===== config.mk =====
export PLATFORM = sky130hd
export DESIGN_NAME = alu_issue_ctrl
export DESIGN_NICKNAME = d
export VERILOG_FILES = /design/src/rtl/alu_issue_ctrl_pkg.sv /design/src/rtl/alu_issue_ctrl_decode.sv /design/src/rtl/alu_issue_ctrl.sv
export SDC_FILE = /design/constraint.sdc
export NUM_CORES = 1
export LEC_CHECK = 0
export BUFFER_PORTS_ARGS = -buffer_cell sky130_fd_sc_hd__buf_2
export CAP_MARGIN = 20
export CORE_AREA = 2 2 73 61
export CTS_CLUSTER_DIAMETER = 60
export DETAILED_ROUTE_END_ITERATION = 10
export DIE_AREA = 0 0 75 63
export GPL_ROUTABILITY_DRIVEN = 0
export SLEW_MARGIN = 20
export SYNTH_ARGS = -nofsm -noshare
export SYNTH_HDL_FRONTEND = slang
export SYNTH_HIERARCHICAL = 1
export SYNTH_SLANG_ARGS = --single-unit

===== constraint.sdc =====
create_clock -name clk -period 1.5 [get_ports clk]
set_input_delay 0.15 -clock clk [delete_from_list [all_inputs] [get_ports clk]]
set_output_delay 0.15 -clock clk [all_outputs]
set_load 0.01 [all_outputs]

===== src/rtl/alu_issue_ctrl_pkg.sv =====
// Shared constants for the ALU issue controller: ALU op codes, RV32 opcode
// and function-field values, and a helper for sizing the latency counter.
package alu_issue_ctrl_pkg;

  // ALU operation codes (5 bits; the top widens them to ALU_OP_W)
  localparam int unsigned ALU_CODE_W = 5;
  localparam logic [4:0] ALU_ZERO   = 5'd0;
  localparam logic [4:0] ALU_ADD    = 5'd1;
  localparam logic [4:0] ALU_SUB    = 5'd2;
  localparam logic [4:0] ALU_SLL    = 5'd3;
  localparam logic [4:0] ALU_SLT    = 5'd4;
  localparam logic [4:0] ALU_SLTU   = 5'd5;
  localparam logic [4:0] ALU_XOR    = 5'd6;
  localparam logic [4:0] ALU_SRL    = 5'd7;
  localparam logic [4:0] ALU_SRA    = 5'd8;
  localparam logic [4:0] ALU_OR     = 5'd9;
  localparam logic [4:0] ALU_AND    = 5'd10;
  localparam logic [4:0] ALU_BEQ    = 5'd11;
  localparam logic [4:0] ALU_BNE    = 5'd12;
  localparam logic [4:0] ALU_BLT    = 5'd13;
  localparam logic [4:0] ALU_BGE    = 5'd14;
  localparam logic [4:0] ALU_BLTU   = 5'd15;
  localparam logic [4:0] ALU_BGEU   = 5'd16;
  localparam logic [4:0] ALU_MUL    = 5'd17;
  localparam logic [4:0] ALU_MULH   = 5'd18;
  localparam logic [4:0] ALU_MULHSU = 5'd19;
  localparam logic [4:0] ALU_MULHU  = 5'd20;
  localparam logic [4:0] ALU_DIV    = 5'd21;
  localparam logic [4:0] ALU_DIVU   = 5'd22;
  localparam logic [4:0] ALU_REM    = 5'd23;
  localparam logic [4:0] ALU_REMU   = 5'd24;

  // Major opcodes
  localparam logic [6:0] OPC_LOAD      = 7'b0000011;
  localparam logic [6:0] OPC_ARITH_IMM = 7'b0010011;
  localparam logic [6:0] OPC_AUIPC     = 7'b0010111;
  localparam logic [6:0] OPC_STORE     = 7'b0100011;
  localparam logic [6:0] OPC_ARITH     = 7'b0110011;
  localparam logic [6:0] OPC_LUI       = 7'b0110111;
  localparam logic [6:0] OPC_BRANCH    = 7'b1100011;
  localparam logic [6:0] OPC_JALR      = 7'b1100111;
  localparam logic [6:0] OPC_JAL       = 7'b1101111;

  // funct7 values
  localparam logic [6:0] FUNCT7_BASE   = 7'b0000000;
  localparam logic [6:0] FUNCT7_ALT    = 7'b0100000;
  localparam logic [6:0] FUNCT7_MULDIV = 7'b0000001;

  // funct3 values for integer ops
  localparam logic [2:0] F3_ADD  = 3'b000;
  localparam logic [2:0] F3_SLL  = 3'b001;
  localparam logic [2:0] F3_SLT  = 3'b010;
  localparam logic [2:0] F3_SLTU = 3'b011;
  localparam logic [2:0] F3_XOR  = 3'b100;
  localparam logic [2:0] F3_SR   = 3'b101;
  localparam logic [2:0] F3_OR   = 3'b110;
  localparam logic [2:0] F3_AND  = 3'b111;

  // funct3 values for branches
  localparam logic [2:0] F3_BEQ  = 3'b000;
  localparam logic [2:0] F3_BNE  = 3'b001;
  localparam logic [2:0] F3_BLT  = 3'b100;
  localparam logic [2:0] F3_BGE  = 3'b101;
  localparam logic [2:0] F3_BLTU = 3'b110;
  localparam logic [2:0] F3_BGEU = 3'b111;

  // funct3 values for RV32M
  localparam logic [2:0] F3_MUL    = 3'b000;
  localparam logic [2:0] F3_MULH   = 3'b001;
  localparam logic [2:0] F3_MULHSU = 3'b010;
  localparam logic [2:0] F3_MULHU  = 3'b011;
  localparam logic [2:0] F3_DIV    = 3'b100;
  localparam logic [2:0] F3_DIVU   = 3'b101;
  localparam logic [2:0] F3_REM    = 3'b110;
  localparam logic [2:0] F3_REMU   = 3'b111;

  // Counter width: clog2 of the longer latency, never below one bit
  function automatic int cnt_width(input int a, input int b);
    int m;
    m = (a > b) ? a : b;
    return (m <= 2) ? 1 : $clog2(m);
  endfunction

endpackage


===== src/rtl/alu_issue_ctrl_decode.sv =====
// Combinational instruction decoder: maps opcode/funct3/funct7 to an ALU op
// code and flags illegal encodings and MUL/DIV-class operations.
module alu_op_decode
  import alu_issue_ctrl_pkg::*;
#(
  parameter bit ENABLE_M = 1'b1,
  parameter int ALU_OP_W = 5
) (
  input  logic [6:0]          funct7,
  input  logic [2:0]          funct3,
  input  logic [6:0]          opcode,
  output logic [ALU_OP_W-1:0] alu_op,
  output logic                illegal,
  output logic                is_mul,
  output logic                is_div
);

  logic [ALU_CODE_W-1:0] code;

  // Decode table; anything not matched is illegal and decodes as ALU_ZERO
  always_comb begin
    code    = ALU_ZERO;
    illegal = 1'b0;
    is_mul  = 1'b0;
    is_div  = 1'b0;
    case (opcode)
      OPC_ARITH: begin
        if (funct7 == FUNCT7_MULDIV) begin
          if (ENABLE_M) begin
            is_mul = ~funct3[2];
            is_div = funct3[2];
            case (funct3)
              F3_MUL:    code = ALU_MUL;
              F3_MULH:   code = ALU_MULH;
              F3_MULHSU: code = ALU_MULHSU;
              F3_MULHU:  code = ALU_MULHU;
              F3_DIV:    code = ALU_DIV;
              F3_DIVU:   code = ALU_DIVU;
              F3_REM:    code = ALU_REM;
              default:   code = ALU_REMU;
            endcase
          end else begin
            illegal = 1'b1;
          end
        end else if (funct7 == FUNCT7_BASE) begin
          case (funct3)
            F3_ADD:  code = ALU_ADD;
            F3_SLL:  code = ALU_SLL;
            F3_SLT:  code = ALU_SLT;
            F3_SLTU: code = ALU_SLTU;
            F3_XOR:  code = ALU_XOR;
            F3_SR:   code = ALU_SRL;
            F3_OR:   code = ALU_OR;
            default: code = ALU_AND;
          endcase
        end else if (funct7 == FUNCT7_ALT && funct3 == F3_ADD) begin
          code = ALU_SUB;
        end else if (funct7 == FUNCT7_ALT && funct3 == F3_SR) begin
          code = ALU_SRA;
        end else begin
          illegal = 1'b1;
        end
      end
      OPC_ARITH_IMM: begin
        case (funct3)
          F3_ADD:  code = ALU_ADD;
          F3_SLT:  code = ALU_SLT;
          F3_SLTU: code = ALU_SLTU;
          F3_XOR:  code = ALU_XOR;
          F3_OR:   code = ALU_OR;
          F3_AND:  code = ALU_AND;
          F3_SLL: begin
            if (funct7 == FUNCT7_BASE) code = ALU_SLL;
            else                       illegal = 1'b1;
          end
          default: begin
            // Shift-right immediates: funct7 picks logical vs arithmetic
            if (funct7 == FUNCT7_BASE)     code = ALU_SRL;
            else if (funct7 == FUNCT7_ALT) code = ALU_SRA;
            else                           illegal = 1'b1;
          end
        endcase
      end
      OPC_BRANCH: begin
        case (funct3)
          F3_BEQ:  code = ALU_BEQ;
          F3_BNE:  code = ALU_BNE;
          F3_BLT:  code = ALU_BLT;
          F3_BGE:  code = ALU_BGE;
          F3_BLTU: code = ALU_BLTU;
          F3_BGEU: code = ALU_BGEU;
          default: illegal = 1'b1;
        endcase
      end
      OPC_LOAD, OPC_STORE, OPC_JALR: code = ALU_ADD;
      OPC_JAL, OPC_LUI, OPC_AUIPC:   code = ALU_ZERO;
      default:                       illegal = 1'b1;
    endcase
  end

  assign alu_op = ALU_OP_W'(code);

endmodule


===== src/rtl/alu_issue_ctrl.sv =====
// ALU issue controller: accepts one instruction at a time, decodes it, and
// presents the registered ALU op after a class-dependent latency
// (1 cycle for single-cycle ops, MUL_CYCLES / DIV_CYCLES for M-ops).
module alu_issue_ctrl
  import alu_issue_ctrl_pkg::*;
#(
  parameter bit ENABLE_M   = 1'b1,
  parameter int MUL_CYCLES = 4,
  parameter int DIV_CYCLES = 32,
  parameter int ALU_OP_W   = 5
) (
  input  logic                clk,
  input  logic                reset,
  input  logic                in_valid,
  output logic                in_ready,
  input  logic [31:0]         part_of_inst,
  input  logic                flush,
  output logic                out_valid,
  input  logic                out_ready,
  output logic [ALU_OP_W-1:0] alu_op,
  output logic                illegal,
  output logic                multi_cycle,
  output logic                busy
);

  localparam int CNT_W = cnt_width(MUL_CYCLES, DIV_CYCLES);
  localparam logic [CNT_W-1:0] MUL_LOAD = CNT_W'(MUL_CYCLES - 1);
  localparam logic [CNT_W-1:0] DIV_LOAD = CNT_W'(DIV_CYCLES - 1);

  localparam logic [1:0] ST_IDLE = 2'd0;
  localparam logic [1:0] ST_EXEC = 2'd1;
  localparam logic [1:0] ST_DONE = 2'd2;

  logic [1:0]          state;
  logic [CNT_W-1:0]    cnt;
  logic [ALU_OP_W-1:0] dec_op;
  logic                dec_illegal;
  logic                dec_mul;
  logic                dec_div;
  logic                accept;
  logic                unused_inst_bits;

  // Register and immediate fields play no part in op selection
  assign unused_inst_bits = ^{part_of_inst[24:15], part_of_inst[11:7]};

  alu_op_decode #(
    .ENABLE_M (ENABLE_M),
    .ALU_OP_W (ALU_OP_W)
  ) u_decode (
    .funct7  (part_of_inst[31:25]),
    .funct3  (part_of_inst[14:12]),
    .opcode  (part_of_inst[6:0]),
    .alu_op  (dec_op),
    .illegal (dec_illegal),
    .is_mul  (dec_mul),
    .is_div  (dec_div)
  );

  // Ready when idle or when the held result leaves this cycle; flush and
  // reset block any accept
  assign in_ready  = !reset && !flush &&
                     ((state == ST_IDLE) || ((state == ST_DONE) && out_ready));
  assign accept    = in_valid && in_ready;
  assign out_valid = (state == ST_DONE);
  assign busy      = (state != ST_IDLE);

  // FSM, latency counter and output registers; decode captured only at accept
  always_ff @(posedge clk) begin
    if (reset) begin
      state       <= ST_IDLE;
      cnt         <= '0;
      alu_op      <= ALU_OP_W'(ALU_ZERO);
      illegal     <= 1'b0;
      multi_cycle <= 1'b0;
    end else if (accept) begin
      alu_op      <= dec_op;
      illegal     <= dec_illegal;
      multi_cycle <= dec_mul | dec_div;
      if (dec_mul && (MUL_CYCLES > 1)) begin
        state <= ST_EXEC;
        cnt   <= MUL_LOAD;
      end else if (dec_div && (DIV_CYCLES > 1)) begin
        state <= ST_EXEC;
        cnt   <= DIV_LOAD;
      end else begin
        state <= ST_DONE;
        cnt   <= '0;
      end
    end else if (flush) begin
      state <= ST_IDLE;
      cnt   <= '0;
    end else begin
      case (state)
        ST_EXEC: begin
          // The counter reaches zero on the same edge that enters DONE, so
          // out_valid rises exactly N cycles after accept
          cnt <= cnt - CNT_W'(1);
          if (cnt == CNT_W'(1)) state <= ST_DONE;
        end
        ST_DONE: begin
          if (out_ready) state <= ST_IDLE;
        end
        default: state <= ST_IDLE;
      endcase
    end
  end

endmodule


==> Yosys cells after proc, flatten, opt, wreduce, memory -nomap -nowiden <==
Index checks and enable logic that the tools add are counted.
{ "classes": {"add_sub_neg": 1, "mul": 0, "div_mod_pow": 0, "n_lt_le_gt_ge": 0, "eq_ne": 23, "shifts": 0, "n_mux": 38, "n_bitwise": 2, "n_reduce_logical": 19} }
{ "op_table": {"columns": ["operator", "n"], "rows": [
  ["4-bit case mux with 7 select lines", 2],
  ["5-bit two-way mux", 9],
  ["5-bit case mux with 7 select lines", 1],
  ["5-bit case mux with 6 select lines", 1],
  ["7-bit by 6-bit equality test with 1-bit output, second input constant", 4],
  ["7-bit equality test, second input constant", 3],
  ["5-bit case mux with 4 select lines", 1],
  ["6-bit OR reduction", 3],
  ["7-bit by 5-bit equality test with 1-bit output, second input constant", 2],
  ["2-bit two-way mux", 7],
  ["3-bit equality test, second input constant", 4],
  ["1-bit two-way mux", 12],
  ["4-bit two-way mux", 2],
  ["7-bit by 1-bit equality test with 1-bit output, second input constant", 1],
  ["7-bit by 2-bit equality test with 1-bit output, second input constant", 1],
  ["7-bit logical NOT", 1],
  ["3-bit by 2-bit equality test with 1-bit output, second input constant", 2],
  ["1-bit logical AND", 6],
  ["5-bit by 1-bit equality test with 1-bit output, second input constant", 1],
  ["5-bit by 1-bit subtractor with 5-bit output, second input constant", 1],
  ["4-bit by 2-bit inequality test with 1-bit output, second input constant", 1],
  ["4-bit inequality test, second input constant", 1],
  ["1-bit case mux with 4 select lines", 1],
  ["2-bit case mux with 2 select lines", 1],
  ["14 further kinds", 15]
]} }
{ "totals": {"regBits": 14, "latchBits": 0, "mem_bits_rw": 0, "mem_bits_ro": 0, "out_inout_bits": 10, "memories": 0} }

==> Depth between registers and ports, before layout <==
Gate-level depths: netlist of the first run.
{ "logic_depth": {"ltp_word": 7, "ltp_mapped": 9, "mapped_depth_nobuf": 8} }

==> Modules after synthesis <==
Netlist of the first run, hierarchy kept.
{ "modules_own_cells": {"columns": ["mod", "n_inst", "cells_each", "area_each_um2", "seq_area_each_um2"], "rows": [
  ["alu_issue_ctrl", 1, 92, 785.8, 280.3],
  ["alu_op_decode", 1, 82, 493.0, 0.0]
]} }

==> Worst setup path before layout of the first run <==
No wires, ideal clock.
{ "synth_timing": {"path_kind": "input to register", "startpoint": "input port part_of_inst[2]", "endpoint": "register cnt[1]", "setup_ps": 79, "t_arrival_ps": 1471, "t_required_ps": 1421, "path_slack_ps": -51, "stages": 9, "n_path_buf": 1, "cell_sequence": "nor2_1 -> nor4bb_1 -> buf_2 -> nand3_2 -> nor2_1 -> nor2_1 -> nor4_4 -> a21oi_1 -> a211oi_2"} }
{ "synth_between": {"elab_chain_cells": 5, "word_cells_on_any_way": 6, "cone_classes": "eq/ne: 1; mux: 5"} }
{ "synth_rtl": {"columns": ["element", "line", "text"], "rows": [
  ["start: declaration", "alu_issue_ctrl.sv:16", "input logic [31:0] part_of_inst,"],
  ["7-bit by 6-bit equality test with 1-bit output", "alu_issue_ctrl_decode.sv:26", "case (opcode)"],
  ["1-bit two-way mux", "alu_issue_ctrl_decode.sv:26", null],
  ["via dec_div", "alu_issue_ctrl.sv:39", "logic dec_div;"],
  ["5-bit two-way mux", "alu_issue_ctrl.sv:82", "end else if (dec_div && (DIV_CYCLES > 1)) begin"],
  ["5-bit two-way mux", "alu_issue_ctrl.sv:79", "if (dec_mul && (MUL_CYCLES > 1)) begin"],
  ["5-bit two-way mux", "alu_issue_ctrl.sv:75", "end else if (accept) begin"],
  ["end signal: assignment", "alu_issue_ctrl.sv:97", "cnt <= cnt - CNT_W'(1);"],
  ["end: declaration", "alu_issue_ctrl.sv:35", "logic [CNT_W-1:0] cnt;"]
]} }
The timed path passes the listed nets, and every way through them passes these cells.
A chain may end at the register's enable or synchronous reset.

==> Final worst setup path of the first run <==
{ "layout_timing": {"startpoint": "input port part_of_inst[26]", "endpoint": "register alu_op[2]"} }
{ "layout_between": {"elab_chain_cells": 6, "word_cells_on_any_way": 10, "cone_classes": "eq/ne: 2; mux: 6; reduce/logical: 2"} }
{ "layout_rtl": {"columns": ["element", "line", "text"], "rows": [
  ["7-bit by 6-bit equality test with 1-bit output", "alu_issue_ctrl_decode.sv:56", "end else if (funct7 == FUNCT7_ALT && funct3 == F3_ADD) begin"],
  ["1-bit logical AND", "alu_issue_ctrl_decode.sv:56", null],
  ["5-bit two-way mux", "alu_issue_ctrl_decode.sv:56", null],
  ["5-bit two-way mux", "alu_issue_ctrl_decode.sv:45", "end else if (funct7 == FUNCT7_BASE) begin"],
  ["5-bit two-way mux", "alu_issue_ctrl_decode.sv:28", "if (funct7 == FUNCT7_MULDIV) begin"],
  ["5-bit case mux with 4 select lines (*)", "alu_issue_ctrl_decode.sv:26", null],
  ["via dec_op[2]", "alu_issue_ctrl.sv:36", "logic [ALU_OP_W-1:0] dec_op;"],
  ["end signal: assignment", "alu_issue_ctrl.sv:72", "alu_op <= ALU_OP_W'(ALU_ZERO);"],
  ["end signal: assignment", "alu_issue_ctrl.sv:76", "alu_op <= dec_op;"],
  ["end: declaration", "alu_issue_ctrl.sv:20", "output logic [ALU_OP_W-1:0] alu_op,"]
]} }
The timed path passes the listed nets; every way through them passes the cells marked *.

==> qor.yml, run 1 <==
nFillCells: 389
htreeDepth: 1
min_from: "reset"
die-area_sq_mm: 0.00473
status: "finished, final reports clean"
finalSetupTns_ns: 0
async_flop_share_pct: 0
antenna_cells: 0
route.detailed.drc: 0
hold_buffers: 0
postSynthAreaPerCell_sq_um: 7.35
place.port_buffers: 31
required_ns: 1.69
grt_usage_pct: 16.5
rrSetupSlack_ns: 0.14
period_needed_ns: 1.47
setup.worst_path.end_class: "flip-flop"
grt_setup_unrepaired: "true"
swShare_pct: 30.2
wire_per_inst_um: 12.9
clkTransAtPathRegs_ns: 0.06
syn-num-nets: 213
final_nets: 288
area_growth_pct: 58.5
yosys-top-cells-count: "16 x inv_1, 14 x dfxtp_1, 14 x nand2_1"
multi_input_area_sq_mm: 0.00102
whs_ns: 0.176
clock_tree.buffer_depth: 2
setup_violations: 0
crit_type: "primary input to flip-flop"
rows: 21
ir_drop_mv: 0.278
dieWidth_um: 75
p_clk_share_pct: 33.7
r2r-end: "cnt[4]$_SDFFE_PP0P_"
synthFlopType: "dfxtp_1"
io_pins: 47
cts-root-buf: "clkbuf_8"
crit_path_start_kind: "primary input"
cts_tree: "built"
p_comb_share_pct: 31.1
syn_area_sq_mm: 0.00128
grt_pass1_vias: 1432
reg2reg_from: "state[0]$_SDFFE_PP0P_"
max_cap_viol_count: 0
worst_slew_pin_slew_ns: 0.458
relSlewSlack_pct: 69.1
grt_pass1_wl_um: 6340
holdPathEnd: "state[0]$_SDFFE_PP0P_"
grt_max_degree: 14
max_freq_ghz: 0.679
drtIter0Drc: 92
yosysTopAreaCell: "dfxtp_1"
seqCellArea_sq_um: 280
synthTopCellsByArea: "dfxtp_1 22%, inv_1 4.7%, nand2b_1 4.4%"
cp.arrival_ns: 1.66
hold_violations: 0
synth_edf_count: 0
yosysMostFrequentCell: "inv_1"
reg2reg_depth: 5
drv_slew: 0
drive_gt1_share_pct: 42.7
vias_per_cell: 5.17
hpwl_um: 2920
grt_antenna_before_repair: 0
synth.top_cell.area_share_pct: 21.9
hold_depth: 2
core_area_sq_mm: 0.00402
power_density_mw_per_mm2: 557
min_path_type: "primary input to flip-flop"
p_sw_mw: 0.341
dr.pass1.iters: 4
p_int_mw: 0.789
cts_buffers: 3
synth.distinct_cells: 56
yosys_warnings: 6
fin_skew_ns: 0.000837
clock_latency_ns: 0.25
power_mw: 1.13
yosysSeqAreaShare_pct: 21.9
vias: 1576
antenna_left: 0
wl_um: 3940
clock-sinks: 14
leakagePower_nw: 0.854
die_h_um: 63
p_seq_share_pct: 35.2
start_util_pct: 31.8
synth_cells: 174
critPathMaxFanout: 4
overflow: 0
ys_seq_elements: 14
fin_crit_sh_pct: 98.2
power groups by stage:
stage | logic [mW] | clock network (mW) | registers [mW]
finish | 0.351 | 0.381 | 0.397
global route | 0.384 | 0.400 | 0.400
CTS | 0.314 | 0.377 | 0.397
detailed placement | 0.309 | 0 | 0.405
global placement | 0.308 | 0 | 0.406
floorplan | 0.162 | 0 | 0.406
worst max-delay path by stage:
stage	from	endpoint	slack, ns	cells after the start
after global placement	part_of_inst[2]	cnt[4]$_SDFFE_PP0P_	-0.16	11
after CTS	part_of_inst[2]	cnt[0]$_SDFFE_PP0P_	0.05	10
after detailed placement	part_of_inst[2]	cnt[0]$_SDFFE_PP0P_	-0.18	10
after global routing	part_of_inst[26]	alu_op[2]$_SDFFE_PP0P_	-0.06	8
after floorplan	part_of_inst[2]	alu_op[2]$_SDFFE_PP0P_	-0.003	8
final	part_of_inst[26]	alu_op[2]$_SDFFE_PP0P_	0.03	8
sequential cells by signal (all words and copies together), names as in the netlist:
name / flops
alu_op: 5
cnt: 5
state: 2
illegal: 1
multi_cycle: 1
placed cells by master (no fill, tap or decap), types with 3 or more instances in the layout:
cell type / n
a211oi_2: 3
a21oi_1: 9
a31oi_1: 3
buf_2: 27
buf_4: 46
clkbuf_8: 4
dfxtp_1: 14
inv_1: 16
nand2_1: 13
nand2b_1: 9
nand3_1: 3
nand3b_1: 6
nor2_1: 10
nor2_4: 3
nor2b_1: 5
nor3_1: 6
o21ai_0: 3
o21ai_1: 8
o32ai_1: 4
or3_1: 3
stage by stage:
stage / utilization, % / setup WS (ns) / cells / cell area [sq um]
2_1_floorplan: - / -0.00315 / 174 / 1310
3_3_place_gp: 45.3 / -0.164 / 298 / 1820
3_5_place_dp: 45.3 / -0.179 / 298 / 1820
4_1_cts: 46.7 / 0.0533 / 302 / 1880
5_1_grt: 50.4 / -0.0641 / 305 / 2030
6_report: 50.4 / 0.0272 / 305 / 2030
layout make-up:
cell class / instances / share of cell area [%]
multi-input combinational: 136 / 50.5
timing repair buffer: 77 / 26.3
sequential: 14 / 13.8
tap: 57 / 3.52
inverter: 17 / 3.15
clock buffer: 4 / 2.72
worst max-delay path: stages:
cell and delay [ns]:
buf_2 0.14, nor3_4 0.23, and3_4 0.24, nand3_4 0.12, o41a_1 0.43, o2111ai_2 0.20
inv_1 0.06, o21ai_1 0.10
routing by layer:
| metal | GRT usage (%) | wire (um) |
|---|---|---|
| met1 | 24.5 | 1840 |
| met2 | 24.5 | 1830 |
| met3 | 3.55 | 238 |
| met4 | 3.13 | 28 |
| met5 | 0 | 0 |
cell families (layout without fill, tap and decap cells):
kind of cell,count (synthesis),count (layout),share of synthesized area [%]
AOI/OAI and AO/OA,52,52,29.5
xor gates and xnor gates,2,2,1.37
adders and majority gates,2,2,1.96
buffers and inverters,24,98,7.44
DFF,14,14,21.9
and+or+nand+nor,80,80,37.9
timing repair:
| action | CTS | global route |
|---|---|---|
| setup buffers | 0 | 3 |
| gates resized for setup | 0 | 26 |
| endpoints found under the setup margin | 0 | 9 |
Power figures use the tool's default switching activity.
==> inputs of run 2 (changes only) <==
REMOVE_ABC_BUFFERS = 1   (was not set)
==> qor.yml, run 2 (synthesized netlist as in run 1, its figures left out) <==
status: "finished, final reports clean"  # unchanged
cts-root-buf: "clkbuf_8"  # unchanged
vias: 1494  # was 1576
postLayoutSetupSlackWorst_ns: 0.0652  # was 0.0272 ns
critPathSlowestCell: "o32ai_1"  # was o41a_1
crit_path_start_kind: "primary input"  # unchanged
fin_skew_ns: 0.00163  # was 0.000837 ns
grt_setup_unrepaired: "true"  # unchanged
power_density_mw_per_mm2: 536  # was 557 mW/mm^2
io_pins: 47  # unchanged
grt_antenna_before_repair: 0  # unchanged
hpwl_um: 2780  # was 2920 um
die-area_sq_mm: 0.00473  # unchanged
core_area_sq_mm: 0.00402  # unchanged
final_nets: 282  # was 288
p_clk_share_pct: 30.2  # was 33.7%
worst_slew_pin_slew_ns: 0.451  # was 0.458 ns
swShare_pct: 30.4  # was 30.2%
hold_buffers: 0  # unchanged
fin_crit_sh_pct: 95.7  # was 98.2%
antenna_cells: 0  # unchanged
slowest_delay_ns: 0.25  # was 0.43 ns
setup.worst_path.end_class: "flip-flop"  # unchanged
clkTransAtPathRegs_ns: 0.06  # about the same
clock_tree.buffer_depth: 2  # unchanged
hold_violations: 0  # unchanged
final_common_cell: "buf_4"  # unchanged
cts_buffers: 3  # unchanged
start_util_pct: 31.8  # unchanged
whs_ns: 0.116  # was 0.176 ns
min_path_type: "primary input to flip-flop"  # unchanged
grt_pass1_vias: 1299  # was 1432
dieWidth_um: 75  # unchanged
drtIter0Drc: 123  # was 92
drive_gt1_share_pct: 40.7  # was 42.7%
clock_latency_ns: 0.25  # about the same
cpLargestDelayFamily: "simple AND/OR/NAND/NOR gates"  # was compound AO/OA/AOI/OAI gates
reg_top3: "alu_op (5), cnt (5), state (2)"  # unchanged
route.detailed.drc: 0  # unchanged
rows: 21  # unchanged
p_seq_share_pct: 38.4  # was 35.2%
vias_per_cell: 5.01  # was 5.17
wl_um: 3580  # was 3940 um
relSlewSlack_pct: 69.5  # was 69.1%
max_freq_ghz: 0.697  # was 0.679 GHz
place_ws_ns: -0.309  # was -0.179 ns
grt_usage_pct: 15.1  # was 16.5%
grt_max_degree: 16  # was 14
path_buf_inv: 4  # was 2
drv_slew: 0  # unchanged
rrSetupSlack_ns: 0.10  # was 0.14 ns
overflow: 0  # unchanged
p_comb_share_pct: 31.5  # was 31.1%
cp_cell_sequence: "buf_2 -> buf_4 -> nand4bb_1 -> nor3_2 -> buf_4 -> nand2b_1 -> o32ai_1 -> or3_1 -> inv_1 -> o21ai_1"  # was buf_2 -> nor3_4 -> and3_4 -> nand3_4 -> o41a_1 -> o2111ai_2 -> inv_1 -> o21ai_1
cts_tree: "built"  # unchanged
antenna_left: 0  # unchanged
ir_drop_mv: 0.295  # was 0.278 mV
cp.arrival_ns: 1.62  # was 1.66 ns
critical_path.most_common_cell: "buf_4"
place.port_buffers: 31  # unchanged
wire_per_inst_um: 12.0  # was 12.9 um
required_ns: 1.68  # was 1.69 ns
clock-sinks: 14  # unchanged
max_cap_viol_count: 0  # unchanged
critPathMaxFanout: 4  # unchanged
crit_type: "primary input to flip-flop"  # unchanged
dr.pass1.iters: 4  # unchanged
final_cell_count_no_fill: 298  # was 305
final_cell_mix: "39 x buf_4, 27 x buf_2, 16 x inv_1"  # was 46 x buf_4, 27 x buf_2, 16 x inv_1
grt_pass1_wl_um: 5750  # was 6340 um
leakagePower_nw: 0.803  # was 0.854 nW
htreeDepth: 1  # unchanged
p_sw_mw: 0.315  # was 0.341 mW
area_growth_pct: 51.2  # was 58.5%
p_int_mw: 0.722  # was 0.789 mW
place_inst: 294  # was 298
setup_violations: 0  # unchanged
period_needed_ns: 1.43  # was 1.47 ns
die_h_um: 63  # unchanged
==> run 2: cell count changes in the layout (fill, tap and decap cells not counted), moves of 2 or more <==
| cell | change |
|---|---|
| nor3_2 | +2 |
| buf_8 | -2 |
| buf_4 | -7 |
| buf_6 | +3 |
==> run 2: path summary, 6_finish.rpt <==
check,startpoint,to,cells past startpoint
setup / recovery,part_of_inst[3],alu_op[1]$_SDFFE_PP0P_,10
hold / removal,reset,multi_cycle$_SDFFE_PP0P_,2
setup reg to reg,state[1]$_SDFFE_PP0P_,cnt[3]$_SDFFE_PP0P_,4
hold reg to reg,alu_op[1]$_SDFFE_PP0P_,alu_op[1]$_SDFFE_PP0P_,2
==> run 2: area by class of cell <==
class	instances	area (sq um)
inverter	17	63.8
clock buffer	3	41.3
sequential	14	280
timing repair buffer	71	484
tap	57	71.3
multi-input combinational	136	992
fill	399	2090
==> run 2: worst reg2reg max path, cell delays in order (launching register included) <==
cell and delay [ns]:
dfxtp_1 0.40, nand2b_1 0.14, a31oi_2 0.38, a21oi_1 0.14, o32ai_1 0.24
==> run 2: repair_timing <==
| action | CTS | global route |
|---|---|---|
| gates resized for setup | 3 | 21 |
| setup endpoints to repair | 7 | 11 |
| pin swaps | 0 | 8 |
| setup buffers | 0 | 1 |
==> run 2: stage by stage <==
stage	instance area [sq um]	total power, mW	utilization [%]	setup TNS (ns)
global placement	1770	0.701	43.9	-2.20
detailed placement	1770	0.702	43.9	-2.91
floorplan	1250	0.549	-	-4.93
finish	1930	1.04	48.1	0
CTS	1820	1.02	45.3	0
global route	1930	1.10	48.1	-0.133
==> run 2: metal layers <==
layer | wire, um | GRT usage [%]
met1 | 1800 | 24.0
met2 | 1560 | 20.4
met3 | 202 | 3.23
met4 | 28 | 3.35
met5 | 0 | 0
==> run 2: power groups by stage <==
stage	Sequential [mW]	Clock, mW	Combinational (mW)
after global placement	0.406	0	0.295
after global routing	0.399	0.344	0.361
after detailed placement	0.406	0	0.296
final	0.398	0.313	0.326
after CTS	0.398	0.328	0.299
after floorplan	0.406	0	0.143
==> inputs of run 3 (changes only) <==
CORE_AREA = 2 2 72 61   (was 2 2 73 61)
DIE_AREA = 0 0 74 63   (was 0 0 75 63)
SYNTH_HIERARCHICAL = not set   (was 1)
==> qor.yml, run 3 <==
power_density_mw_per_mm2: 614  # was 536 mW/mm^2
wl_um: 3550  # was 3580 um
yosysMostFrequentCell: "nor2_1"  # was inv_1
leakagePower_nw: 0.768  # was 0.803 nW
antenna_left: 0  # unchanged
syn_area_sq_mm: 0.00126  # was 0.00128 sq mm
ir_drop_mv: 0.209  # was 0.295 mV
yosys_warnings: 0  # was 6
cpLargestDelayFamily: "simple AND/OR/NAND/NOR gates"  # unchanged
wire_per_inst_um: 12.7  # was 12.0 um
seqCellArea_sq_um: 283  # was 280 sq um
relSlewSlack_pct: 73.7  # was 69.5%
crit_path_start_kind: "primary input"  # unchanged
power_mw: 1.07  # was 1.04 mW
grt_max_degree: 17  # was 16
final_nets: 262  # was 282
cp.arrival_ns: 1.58  # was 1.62 ns
period_needed_ns: 1.45  # was 1.43 ns
antenna_cells: 0  # unchanged
grt_pass1_wl_um: 5980  # was 5750 um
r2r-end: "cnt[2]$_SDFFE_PP0P_"  # was cnt[3]$_SDFFE_PP0P_
start_util_pct: 31.7  # was 31.8%
min_path_type: "primary input to flip-flop"  # unchanged
multi_input_area_sq_um: 942  # was 992 sq um
drtIter0Drc: 71  # was 123
cp_cell_sequence: "buf_2 -> or4_4 -> nor4_4 -> and2_4 -> nor2_1 -> nor4b_4"  # was buf_2 -> buf_4 -> nand4bb_1 -> nor3_2 -> buf_4 -> nand2b_1 -> o32ai_1 -> or3_1 -> inv_1 -> o21ai_1
synthTopCellsByArea: "dfxtp_1 22%, nor2_1 5.7%, a21oi_1 4.4%"  # was dfxtp_1 22%, inv_1 4.7%, nand2b_1 4.4%
cts_tree: "built"  # unchanged
dr.pass1.iters: 4  # unchanged
grt_use_met1_pct: 24.9  # was 24.0%
cts-root-buf: "clkbuf_8"  # unchanged
critPathMaxFanout: 4  # unchanged
final_common_cell: "buf_2"  # was buf_4
slowest_delay_ns: 0.57  # was 0.25 ns
htreeDepth: 1  # unchanged
reg2reg_depth: 6  # was 4
status: "finished, final reports clean"  # unchanged
vias_per_cell: 5.30  # was 5.01
final_cell_mix: "31 x buf_2, 27 x buf_4, 19 x nor2_1"  # was 39 x buf_4, 27 x buf_2, 16 x inv_1
synth_cells: 170  # was 174
setup.worst_path.end_class: "flip-flop"  # unchanged
hold_buffers: 0  # unchanged
synth.distinct_cells: 52  # was 56
reg2reg_from: "state[1]$_SDFFE_PP0P_"  # unchanged
nFillCells: 412  # was 399
cts_buffers: 3  # unchanged
dieWidth_um: 74  # was 75 um
area_growth_pct: 39.3  # was 51.2%
synth_edf_count: 0  # unchanged
required_ns: 1.63  # was 1.68 ns
critPathSlowestCell: "or4_4"  # was o32ai_1
postSynthAreaPerCell_sq_um: 7.39  # was 7.35 sq um
async_flop_share_pct: 0  # unchanged
vias: 1479  # was 1494
critical_path.startpoint: "part_of_inst[26]"  # was part_of_inst[3]
drive_gt1_share_pct: 36.9  # was 40.7%
rrSetupSlack_ns: 0.09  # was 0.10 ns
hpwl_um: 2740  # was 2780 um
synth.top_cell.area_share_pct: 22.3  # was 21.9%
fin_skew_ns: 0.00101  # was 0.00163 ns
synthFlopType: "dfxtp_1"  # unchanged
max_freq_ghz: 0.688  # was 0.697 GHz
yosysSeqAreaShare_pct: 22.3  # was 21.9%
cp-endpoint: "state[1]$_SDFFE_PP0P_"  # was alu_op[1]$_SDFFE_PP0P_
final_cell_area_sq_mm: 0.00175  # was 0.00193 sq mm
clkTransAtPathRegs_ns: 0.06  # about the same
io_pins: 47  # unchanged
busiest_layer: "met1"  # unchanged
setup_violations: 0  # unchanged
fin_crit_sh_pct: 96.9  # was 95.7%
clock_tree.buffer_depth: 2  # unchanged
grt_setup_unrepaired: "false"  # was true
path_depth: 6  # was 10
clock-sinks: 14  # unchanged
grt_usage_pct: 15.9  # was 15.1%
grt_antenna_before_repair: 0  # unchanged
reg_top3: "alu_op (5), cnt (5), state (2)"  # unchanged
path_buf_inv: 1  # was 4
rows: 21  # unchanged
overflow: 0  # unchanged
core_area_sq_mm: 0.00397  # was 0.00402 sq mm
dpl_cell_area_sq_mm: 0.00165  # was 0.00177 sq mm
use_met2_pct: 21.7  # was 20.4%
die-area_sq_mm: 0.00466  # was 0.00473 sq mm
hold_violations: 0  # unchanged
ys_seq_elements: 14  # unchanged
drv_slew: 0  # unchanged
yosysTopAreaCell: "dfxtp_1"  # unchanged
crit_type: "primary input to flip-flop"  # unchanged
worst_slew_pin_slew_ns: 0.384  # was 0.451 ns
clock_latency_ns: 0.25  # about the same
grt_pass1_vias: 1298  # was 1299
route.detailed.drc: 0  # unchanged
yosys-top-cells-count: "19 x nor2_1, 14 x dfxtp_1, 12 x nand2_1"  # was 16 x inv_1, 14 x dfxtp_1, 14 x nand2_1
grt_util_met3_pct: 2.58  # was 3.23%
max_cap_viol_count: 0  # unchanged
die_h_um: 63  # unchanged
place.port_buffers: 31  # unchanged
[run 3: through the flow]
step	utilization [%]	setup TNS (ns)	hold WS [ns]	setup WS, ns	std cells
global route	44.1	0	0.308	0.00688	279
CTS	43.0	0	0.256	0.00531	279
detailed placement	41.5	-1.42	0.468	-0.196	275
floorplan	-	-0.438	0.221	-0.118	159
finish	44.1	0	0.285	0.0459	279
global placement	41.5	-1.57	0.461	-0.214	275
[run 3: worst min path at each step]
stage / depth (start not counted) / start / endpoint
2_1_floorplan: 1 / reset / state[1]$_SDFFE_PP0P_
3_3_place_gp: 2 / alu_op[1]$_SDFFE_PP0P_ / alu_op[1]$_SDFFE_PP0P_
3_5_place_dp: 2 / alu_op[1]$_SDFFE_PP0P_ / alu_op[1]$_SDFFE_PP0P_
4_1_cts: 2 / flush / state[1]$_SDFFE_PP0P_
5_1_grt: 2 / flush / state[1]$_SDFFE_PP0P_
6_report: 4 / part_of_inst[0] / illegal$_SDFFE_PP0P_
[run 3: cells by family after synthesis]
group	Yosys count	share of synthesized area, %
buf+inv	19	6.08
flops	14	22.3
fa+ha+maj	2	1.99
simple gates	79	39.0
compound gates	55	29.9
xor+xnor	1	0.697
[run 3: final cells by class]
| class | instances | share of cell area, % |
|---|---|---|
| flip-flops and latches | 14 | 16.2 |
| inverters | 8 | 1.72 |
| repair buffers | 59 | 21.1 |
| clock buffers | 4 | 3.15 |
| multi-input cells | 137 | 53.8 |
| well taps | 57 | 4.07 |
[run 3: where the power goes]
group / leakage [nW] / switching [mW] / total (mW) / internal, mW
registers: 0.116 / 0.0148 / 0.406 / 0.391
logic: 0.624 / 0.160 / 0.301 / 0.141
clock network: 0.0288 / 0.135 / 0.367 / 0.233
total: 0.768 / 0.310 / 1.07 / 0.765
[run 3: what timing repair did]
| item | 4_1_cts | 5_1_grt |
|---|---|---|
| resized for setup | 1 | 10 |
| buffers inserted | 0 | 0 |
| setup endpoints to repair | 1 | 10 |
[run 3: tightest hold or removal path, cell delays in order]
cell and delay, ns:
buf_2 0.09, nand2_1 0.06, nor2_1 0.10, a31oi_1 0.08
[run 3: metal layers]
layer / vias to the layer above / part of all wire (%) / wire length (um)
li1: 746 / - / -
met1: 682 / 51 / 1810
met2: 47 / 41 / 1460
met3: 4 / 6.4 / 228
met4: 0 / 1.2 / 42
met5: - / 0 / 0
